==> config.mk <==
export PLATFORM = sky130hd
export DESIGN_NAME = seg7_scan
export DESIGN_NICKNAME = d
export VERILOG_FILES = /design/src/rtl/seg7_scan.sv
export SDC_FILE = /design/constraint.sdc
export NUM_CORES = 1
export LEC_CHECK = 0
export ABC_CLOCK_PERIOD_IN_PS = 6600
export BUFFER_PORTS_ARGS = -buffer_cell sky130_fd_sc_hd__buf_4
export CAP_MARGIN = 0
export CORE_MARGIN = 2
export CORE_UTILIZATION = 50
export CTS_BUF_LIST = sky130_fd_sc_hd__clkbuf_4 sky130_fd_sc_hd__clkbuf_8
export CTS_CLUSTER_SIZE = 25
export DETAILED_ROUTE_END_ITERATION = 16
export PLACE_DENSITY = 0.81
export SKIP_CTS_REPAIR_TIMING = 1
export SYNTH_ARGS = -nofsm -noshare
export SYNTH_HDL_FRONTEND = slang
export SYNTH_SLANG_ARGS = --single-unit
==> constraint.sdc <==
create_clock -name clk_i -period 6.6 [get_ports clk_i]
set_input_delay 0.33 -clock clk_i [delete_from_list [all_inputs] [get_ports clk_i]]
set_output_delay 0.33 -clock clk_i [all_outputs]
set_load 0.01 [all_outputs]
==> src/rtl/seg7_scan.sv <==
// seg7_scan: time-multiplexed hex display driver.
// Scans NUM_DIGITS nibbles onto a shared SEG/DP bus with one-hot anode strobes.
// Data is double buffered: LOAD fills a shadow copy, and the shadow moves into
// the display register only at a slot boundary, so a lit digit never changes
// while it is on. A dead gap with all anodes off opens every slot to stop
// ghosting when the anode switches. Every output comes straight from a flop.
module seg7_scan #(
   parameter int NUM_DIGITS  = 4,
   parameter int REFRESH_DIV = 50000,
   parameter int GAP_CYCLES  = 1000,
   parameter int LZ_SUPPRESS = 0,
   parameter int ACTIVE_LOW  = 1
) (
   input  logic                    clk_i,
   input  logic                    rst_i,
   input  logic                    en_i,
   input  logic                    load_i,
   input  logic [4*NUM_DIGITS-1:0] data_i,
   input  logic [NUM_DIGITS-1:0]   dp_in_i,
   input  logic [NUM_DIGITS-1:0]   blank_i,
   output logic [6:0]              seg_o,
   output logic [NUM_DIGITS-1:0]   an_o,
   output logic                    dp_o
);

   localparam int CW = (REFRESH_DIV > 1) ? $clog2(REFRESH_DIV) : 1;
   localparam int IW = (NUM_DIGITS > 1) ? $clog2(NUM_DIGITS) : 1;
   localparam logic [CW-1:0] CNT_LAST = CW'(REFRESH_DIV - 1);
   localparam logic [CW-1:0] GAP_LAST = CW'((GAP_CYCLES > 0) ? GAP_CYCLES - 1 : 0);
   localparam logic [IW-1:0] IDX_LAST = IW'(NUM_DIGITS - 1);
   localparam logic OFF = (ACTIVE_LOW != 0) ? 1'b1 : 1'b0;

   typedef enum logic {ST_GAP, ST_ON} state_t;

   // With no gap configured, the GAP state is never entered, so the idle,
   // reset and slot-wrap target becomes ON.
   localparam state_t ST_IDLE = (GAP_CYCLES == 0) ? ST_ON : ST_GAP;

   logic [4*NUM_DIGITS-1:0] shadowData_q;
   logic [NUM_DIGITS-1:0]   shadowDp_q;
   logic [NUM_DIGITS-1:0]   shadowBlank_q;
   logic [4*NUM_DIGITS-1:0] dispData_q;
   logic [NUM_DIGITS-1:0]   dispDp_q;
   logic [NUM_DIGITS-1:0]   dispBlank_q;
   logic [CW-1:0]           cnt_q;
   logic [IW-1:0]           idx_q;
   state_t                  state_q;
   state_t                  state_d;
   logic [6:0]              seg_q;
   logic [6:0]              seg_d;
   logic [NUM_DIGITS-1:0]   an_q;
   logic [NUM_DIGITS-1:0]   an_d;
   logic                    dp_q;
   logic                    dp_d;

   logic                    slotStart;
   logic [4*NUM_DIGITS-1:0] effData;
   logic [NUM_DIGITS-1:0]   effDp;
   logic [NUM_DIGITS-1:0]   effBlank;
   logic [NUM_DIGITS-1:0]   suppressed;
   logic                    zeroRun;
   logic [NUM_DIGITS-1:0]   oneHot;
   logic [3:0]              curNibble;
   logic                    curDp;
   logic                    curBlank;
   logic                    curSupp;
   logic [NUM_DIGITS-1:0]   anLow;
   logic [6:0]              segLow;
   logic                    dpLow;

   // Active-low segment patterns {g,f,e,d,c,b,a} for each hex digit.
   function automatic logic [6:0] decodeHex(input logic [3:0] v);
      logic [6:0] s;
      case (v)
         4'h0: s = 7'b1000000;
         4'h1: s = 7'b1111001;
         4'h2: s = 7'b0100100;
         4'h3: s = 7'b0110000;
         4'h4: s = 7'b0011001;
         4'h5: s = 7'b0010010;
         4'h6: s = 7'b0000010;
         4'h7: s = 7'b1111000;
         4'h8: s = 7'b0000000;
         4'h9: s = 7'b0010000;
         4'hA: s = 7'b0001000;
         4'hB: s = 7'b0000011;
         4'hC: s = 7'b1000110;
         4'hD: s = 7'b0100001;
         4'hE: s = 7'b0000110;
         default: s = 7'b0001110;
      endcase
      return s;
   endfunction

   assign slotStart = (cnt_q == '0);

   // Shadow buffer: capture the host's data whenever LOAD is high.
   always_ff @(posedge clk_i) begin
      if (rst_i) begin
         shadowData_q  <= '0;
         shadowDp_q    <= '0;
         shadowBlank_q <= '0;
      end else if (load_i) begin
         shadowData_q  <= data_i;
         shadowDp_q    <= dp_in_i;
         shadowBlank_q <= blank_i;
      end
   end

   // Display register: take the shadow on the first cycle of each slot. A LOAD
   // in that same cycle lands in the shadow and waits for the next boundary.
   always_ff @(posedge clk_i) begin
      if (rst_i) begin
         dispData_q  <= '0;
         dispDp_q    <= '0;
         dispBlank_q <= '0;
      end else if (en_i && slotStart) begin
         dispData_q  <= shadowData_q;
         dispDp_q    <= shadowDp_q;
         dispBlank_q <= shadowBlank_q;
      end
   end

   // Slot counter and digit index: the index advances on each counter wrap.
   // Both are parked at zero while the display is disabled.
   always_ff @(posedge clk_i) begin
      if (rst_i || !en_i) begin
         cnt_q <= '0;
         idx_q <= '0;
      end else if (cnt_q == CNT_LAST) begin
         cnt_q <= '0;
         idx_q <= (idx_q == IDX_LAST) ? '0 : idx_q + IW'(1);
      end else begin
         cnt_q <= cnt_q + CW'(1);
      end
   end

   // FSM state register.
   always_ff @(posedge clk_i) begin
      if (rst_i) begin
         state_q <= ST_IDLE;
      end else begin
         state_q <= state_d;
      end
   end

   // FSM next state: leave GAP on the last gap cycle, and return at the wrap.
   always_comb begin
      state_d = state_q;
      if (!en_i) begin
         state_d = ST_IDLE;
      end else begin
         case (state_q)
            ST_GAP: if (cnt_q == GAP_LAST) state_d = ST_ON;
            ST_ON:  if (cnt_q == CNT_LAST) state_d = ST_IDLE;
            default: state_d = ST_IDLE;
         endcase
      end
   end

   // Display contents seen by the decoder. On a slot's first cycle the copy is
   // still in flight, so the shadow is used directly. This only matters when
   // there is no gap and that first cycle is already lit.
   always_comb begin
      effData  = slotStart ? shadowData_q  : dispData_q;
      effDp    = slotStart ? shadowDp_q    : dispDp_q;
      effBlank = slotStart ? shadowBlank_q : dispBlank_q;
   end

   // Leading-zero suppression: walk from the top digit down while all nibbles
   // seen so far are zero. Digit 0 always stays visible.
   always_comb begin
      suppressed = '0;
      zeroRun    = 1'b1;
      for (int i = NUM_DIGITS - 1; i >= 0; i--) begin
         zeroRun = zeroRun && (effData[4*i +: 4] == 4'h0);
         suppressed[i] = (LZ_SUPPRESS != 0) && (i > 0) && zeroRun;
      end
   end

   // Select the current digit's nibble and attributes, and build its strobe.
   always_comb begin
      oneHot    = '0;
      curNibble = 4'h0;
      curDp     = 1'b0;
      curBlank  = 1'b0;
      curSupp   = 1'b0;
      for (int i = 0; i < NUM_DIGITS; i++) begin
         if (IW'(i) == idx_q) begin
            oneHot[i] = 1'b1;
            curNibble = effData[4*i +: 4];
            curDp     = effDp[i];
            curBlank  = effBlank[i];
            curSupp   = suppressed[i];
         end
      end
   end

   // FSM outputs: form active-low values, then flip them for active-high boards.
   // A suppressed digit with its point set keeps its anode so the DP can show.
   always_comb begin
      anLow  = '1;
      segLow = '1;
      dpLow  = 1'b1;
      if (en_i && (state_q == ST_ON) && !curBlank) begin
         if (curSupp) begin
            if (curDp) begin
               anLow = ~oneHot;
               dpLow = 1'b0;
            end
         end else begin
            anLow  = ~oneHot;
            segLow = decodeHex(curNibble);
            dpLow  = ~curDp;
         end
      end
      if (ACTIVE_LOW != 0) begin
         an_d  = anLow;
         seg_d = segLow;
         dp_d  = dpLow;
      end else begin
         an_d  = ~anLow;
         seg_d = ~segLow;
         dp_d  = ~dpLow;
      end
   end

   // Output registers: the pins follow the internal state one cycle later.
   always_ff @(posedge clk_i) begin
      if (rst_i) begin
         an_q  <= {NUM_DIGITS{OFF}};
         seg_q <= {7{OFF}};
         dp_q  <= OFF;
      end else begin
         an_q  <= an_d;
         seg_q <= seg_d;
         dp_q  <= dp_d;
      end
   end

   assign an_o  = an_q;
   assign seg_o = seg_q;
   assign dp_o  = dp_q;

endmodule

==> flow_metrics.env <==
export IMPL_min_path_type="primary input to flop"
export IMPL_clock_root_buffer="sky130_fd_sc_hd__clkbuf_8"
export IMPL_report_final_slew_viol_count=0
export IMPL_viasPerCell=5.59
export IMPL_setup_tns_final_ns=0
export IMPL_worst_r2r_setup_slack_ns=3.00
export IMPL_finish_cell_count_without_fillers=552
export IMPL_critical_path_top_delay_family="simple AND/OR/NAND/NOR gates"
export IMPL_synth_edff_count=0
export IMPL_initialDrtViolationCount=193
export IMPL_syn_mean_instance_area_um2=8.89
export IMPL_placedCellCount=536
export IMPL_grt_util_all_layers=0.212
export IMPL_design_final_nets=489
export IMPL_synth_async_sr_flop_share=0
export IMPL_clock_insertion_delay_worst_skew_ns=0.36
export IMPL_half_perimeter_wire_length_after_placement_mm=5.58
export IMPL_layout_worst_path_cycle_share=0.545
export IMPL_initial_core_util=0.518
export IMPL_synth_largest_type_area_fraction=0.421
export IMPL_tritoncts_clock_tree="built"
export IMPL_startpoint_type="flop"
export IMPL_worst_path_max_fanout=14
export IMPL_io_buffers=39
export IMPL_worstPathCellList="nor4_2 > nand3_1 > nor2_4 > mux2_2 > a221oi_1 > a221oi_1 > inv_1 > ha_1 > nor4b_1 > a211oi_1"
export IMPL_synth_lib_cells_used_distinct=53
export IMPL_rsz_0062_raised_after_global_routing="false"
export IMPL_final_routed_wire_length_divided_by_cell_count_um=15.0
export IMPL_total_standard_cell_area_after_synthesis_um2=3760
export IMPL_timing_critical_path_arrival_ns=3.83
export IMPL_antennaDiodeCount=0
export IMPL_grt_max_degree=51
export IMPL_clockBufferDepth=2
export IMPL_dieArea_um2=8230
export IMPL_setup_worst_path_end_class="flop"
export IMPL_worst_endpoint_required_ns=6.83
export IMPL_antenna_found_initial=0
export IMPL_max_cap_violations=0
export IMPL_area_growth_from_synthesis_to_layout_pct=13.3
export IMPL_floorplan_io_pins=40
export IMPL_power_per_cell_area_nw_per_um2=234
export IMPL_synth_yosys_seq_area_share=0.421
export IMPL_remaining_drc_errors=0
export IMPL_worstReg2RegEnd="seg_o[0]"
export IMPL_finalHoldViolCount=0
export IMPL_synth_commonest_cells="sky130_fd_sc_hd__dfxtp_1 (79), sky130_fd_sc_hd__nand2_1 (71), sky130_fd_sc_hd__nor2_1 (49), sky130_fd_sc_hd__mux2i_1 (33), sky130_fd_sc_hd__a21oi_1 (29)"
export IMPL_clock_sink_count=79
export IMPL_fin_crit_ns=3.60
export IMPL_synth_ff_latch_count=79
export IMPL_timing_critical_path_buf_inv=1
export IMPL_via_count_of_the_routed_design=3087
export IMPL_number_of_global_route_vias_before_repair=2934
export IMPL_worst_ir_drop_vdd_mv=0.134
export IMPL_floorplan_core_area_um2=7250
export IMPL_fp_dieW_um=90.7
export IMPL_tightestPinTransition_ns=0.820
export IMPL_timing_critical_path_from="cnt_q[2]"
export IMPL_run_status="completed"
export IMPL_cts_htree_levels=3
export IMPL_detail_route_wirelength_mm=8.26
export IMPL_synth_warnings=0
export IMPL_timing_slew_headroom=0.452
export IMPL_maxClockFrequency_mhz=278
export IMPL_fp_row_count=31
export IMPL_synth_nets=464
export IMPL_cts_clk_slew_worst_paths_ns=0.08
export IMPL_finalHoldWorstSlack_ns=0.205
export IMPL_total_leakage_power_nw=1.68
export IMPL_timing_critical_path_to="seg_o[0]"
export IMPL_skew_ns=0.00604
export IMPL_ys_flop_type="sky130_fd_sc_hd__dfxtp_1"
export IMPL_critical_path_class="flop to flop"
export IMPL_launch_point_of_the_worst_reg_to_reg_path="cnt_q[2]"
export IMPL_critical_path_depth_in_cells=10
export IMPL_setup_viol=0
export IMPL_drt_pass1_iterations=5
export IMPL_place_gp_congestion=0.886
export IMPL_cts_buffers_inserted=9
export IMPL_synth_most_common_cell="sky130_fd_sc_hd__dfxtp_1"
export IMPL_timing_critical_path_mode_cell="sky130_fd_sc_hd__a221oi_1"
export IMPL_gr_total_overflow=0
export IMPL_ys_top_cells_by_area="sky130_fd_sc_hd__dfxtp_1 (42%), sky130_fd_sc_hd__mux2i_1 (8.8%), sky130_fd_sc_hd__nand2_1 (7.1%)"
export IMPL_cell_count_after_synthesis=423
export IMPL_nFillCells=632
export IMPL_synth_top_area_cell="sky130_fd_sc_hd__dfxtp_1"
export IMPL_ant_nets=0
export IMPL_r2r_depth=10
export IMPL_standard_cell_with_the_maximum_stage_delay_on_the_critical_path="sky130_fd_sc_hd__a221oi_1"
export IMPL_first_pass_grt_wire_length_mm=14.1
export IMPL_chipHeight_um=90.7
export IMPL_worst_path_largest_cell_delay_ns=0.60
export IMPL_final_layout_size_suffix_gt1_frac=0.170
## cells in the final DEF, fill, tap and decap left out, types with 2 or more instances in the layout
cell	netlist	routed
sky130_fd_sc_hd__nor2_1	49	49
sky130_fd_sc_hd__dfxtp_1	79	79
sky130_fd_sc_hd__nand4_1	5	5
sky130_fd_sc_hd__o221ai_1	2	2
sky130_fd_sc_hd__nor3_1	4	4
sky130_fd_sc_hd__bufinv_16	0	2
sky130_fd_sc_hd__mux2i_1	33	33
sky130_fd_sc_hd__nor4_1	4	4
sky130_fd_sc_hd__and3_1	8	8
sky130_fd_sc_hd__nor4_2	3	3
sky130_fd_sc_hd__inv_1	10	10
sky130_fd_sc_hd__o211ai_1	3	3
sky130_fd_sc_hd__clkbuf_8	0	10
sky130_fd_sc_hd__clkinvlp_4	0	2
sky130_fd_sc_hd__xnor2_1	7	7
sky130_fd_sc_hd__nand2_1	71	71
sky130_fd_sc_hd__a21oi_1	29	29
sky130_fd_sc_hd__ha_1	13	13
sky130_fd_sc_hd__buf_4	2	39
sky130_fd_sc_hd__a221o_1	2	2
sky130_fd_sc_hd__mux2_2	4	4
sky130_fd_sc_hd__xor2_1	8	8
sky130_fd_sc_hd__o21ai_0	10	10
sky130_fd_sc_hd__a221oi_1	3	3
sky130_fd_sc_hd__and3_2	2	2
sky130_fd_sc_hd__nand3_1	21	21
sky130_fd_sc_hd__nor2b_1	3	3
sky130_fd_sc_hd__a21o_1	2	2
## how the worst min path moves through the flow
stage / start / endpoint / cells past startpoint / slack, ns
2_1_floorplan: cnt_q[0] / cnt_q[0] / 1 / 0.43
3_3_place_gp: dispData_q[4] / dispData_q[4] / 2 / 0.44
3_5_place_dp: dispDp_q[1] / dispDp_q[1] / 2 / 0.45
4_1_cts: data_i[10] / shadowData_q[10] / 3 / 0.20
5_1_grt: data_i[8] / shadowData_q[8] / 3 / 0.19
6_report: data_i[10] / shadowData_q[10] / 3 / 0.21
## layer usage
metal,wire length (um),global-route usage,share of wire
met3,604,0.0618,0.073
met2,3980,0.344,0.48
met5,0,0,0
met1,3530,0.267,0.43
met4,151,0.0756,0.018
## power breakdown
part	total [mW]	switching [mW]	leakage, nW	internal [mW]
clock network	0.405	0.180	0.109	0.225
registers	0.502	0.0114	0.643	0.490
logic	0.0907	0.0526	0.925	0.0381
total	0.998	0.244	1.68	0.754
## final cells by class
cell class / count / area (um2) / share of cell area
clock buffers: 10 / 138 / 0.0323
clock inverters: 6 / 92.6 / 0.0217
inverters: 10 / 37.5 / 0.00881
multi-input cells: 309 / 1990 / 0.468
flip-flops and latches: 79 / 1580 / 0.371
well taps: 99 / 124 / 0.0291
repair buffers: 39 / 293 / 0.0687
## sequential cells by signal (all words and copies together) (netlist names), 2 cells and up
register / count
cnt_q: 16
dispData_q: 16
shadowData_q: 16
seg_o: 7
an_o: 4
dispBlank_q: 4
dispDp_q: 4
shadowBlank_q: 4
shadowDp_q: 4
idx_q: 2
## stage by stage
stage | worst slack [ns] | power (mW) | utilization | area (um2)
after floorplan | 3.92 | 0.579 | - | 3760
after global placement | 3.26 | 0.598 | 0.555 | 4030
after detailed placement | 3.07 | 0.602 | 0.555 | 4030
after CTS | 3.03 | 1.00 | 0.587 | 4260
after global routing | 2.75 | 1.04 | 0.587 | 4260
final | 3.00 | 0.998 | 0.587 | 4260
## worst register-to-register path, cell delays in order, from the launching register on
cell                       delay, ns
sky130_fd_sc_hd__dfxtp_1        0.37
sky130_fd_sc_hd__nor4_2         0.32
sky130_fd_sc_hd__nand3_1        0.37
sky130_fd_sc_hd__nor2_4         0.51
sky130_fd_sc_hd__mux2_2         0.25
sky130_fd_sc_hd__a221oi_1       0.08
sky130_fd_sc_hd__a221oi_1       0.60
sky130_fd_sc_hd__inv_1          0.23
sky130_fd_sc_hd__ha_1           0.27
sky130_fd_sc_hd__nor4b_1        0.39
sky130_fd_sc_hd__a211oi_1       0.09
## kinds of logic after synthesis
logic type               count (synthesis)  share of synthesized area
adder cells (fa/ha/maj)                 13                     0.0433
flip-flops                              79                      0.421
AO/OA/AOI/OAI                           66                      0.133
buffers and inverters                   35                     0.0492
AND/OR/NAND/NOR                        177                      0.216
multiplexers                            38                      0.103
XOR/XNOR                                15                     0.0349
(Power assumes the default switching activity.)
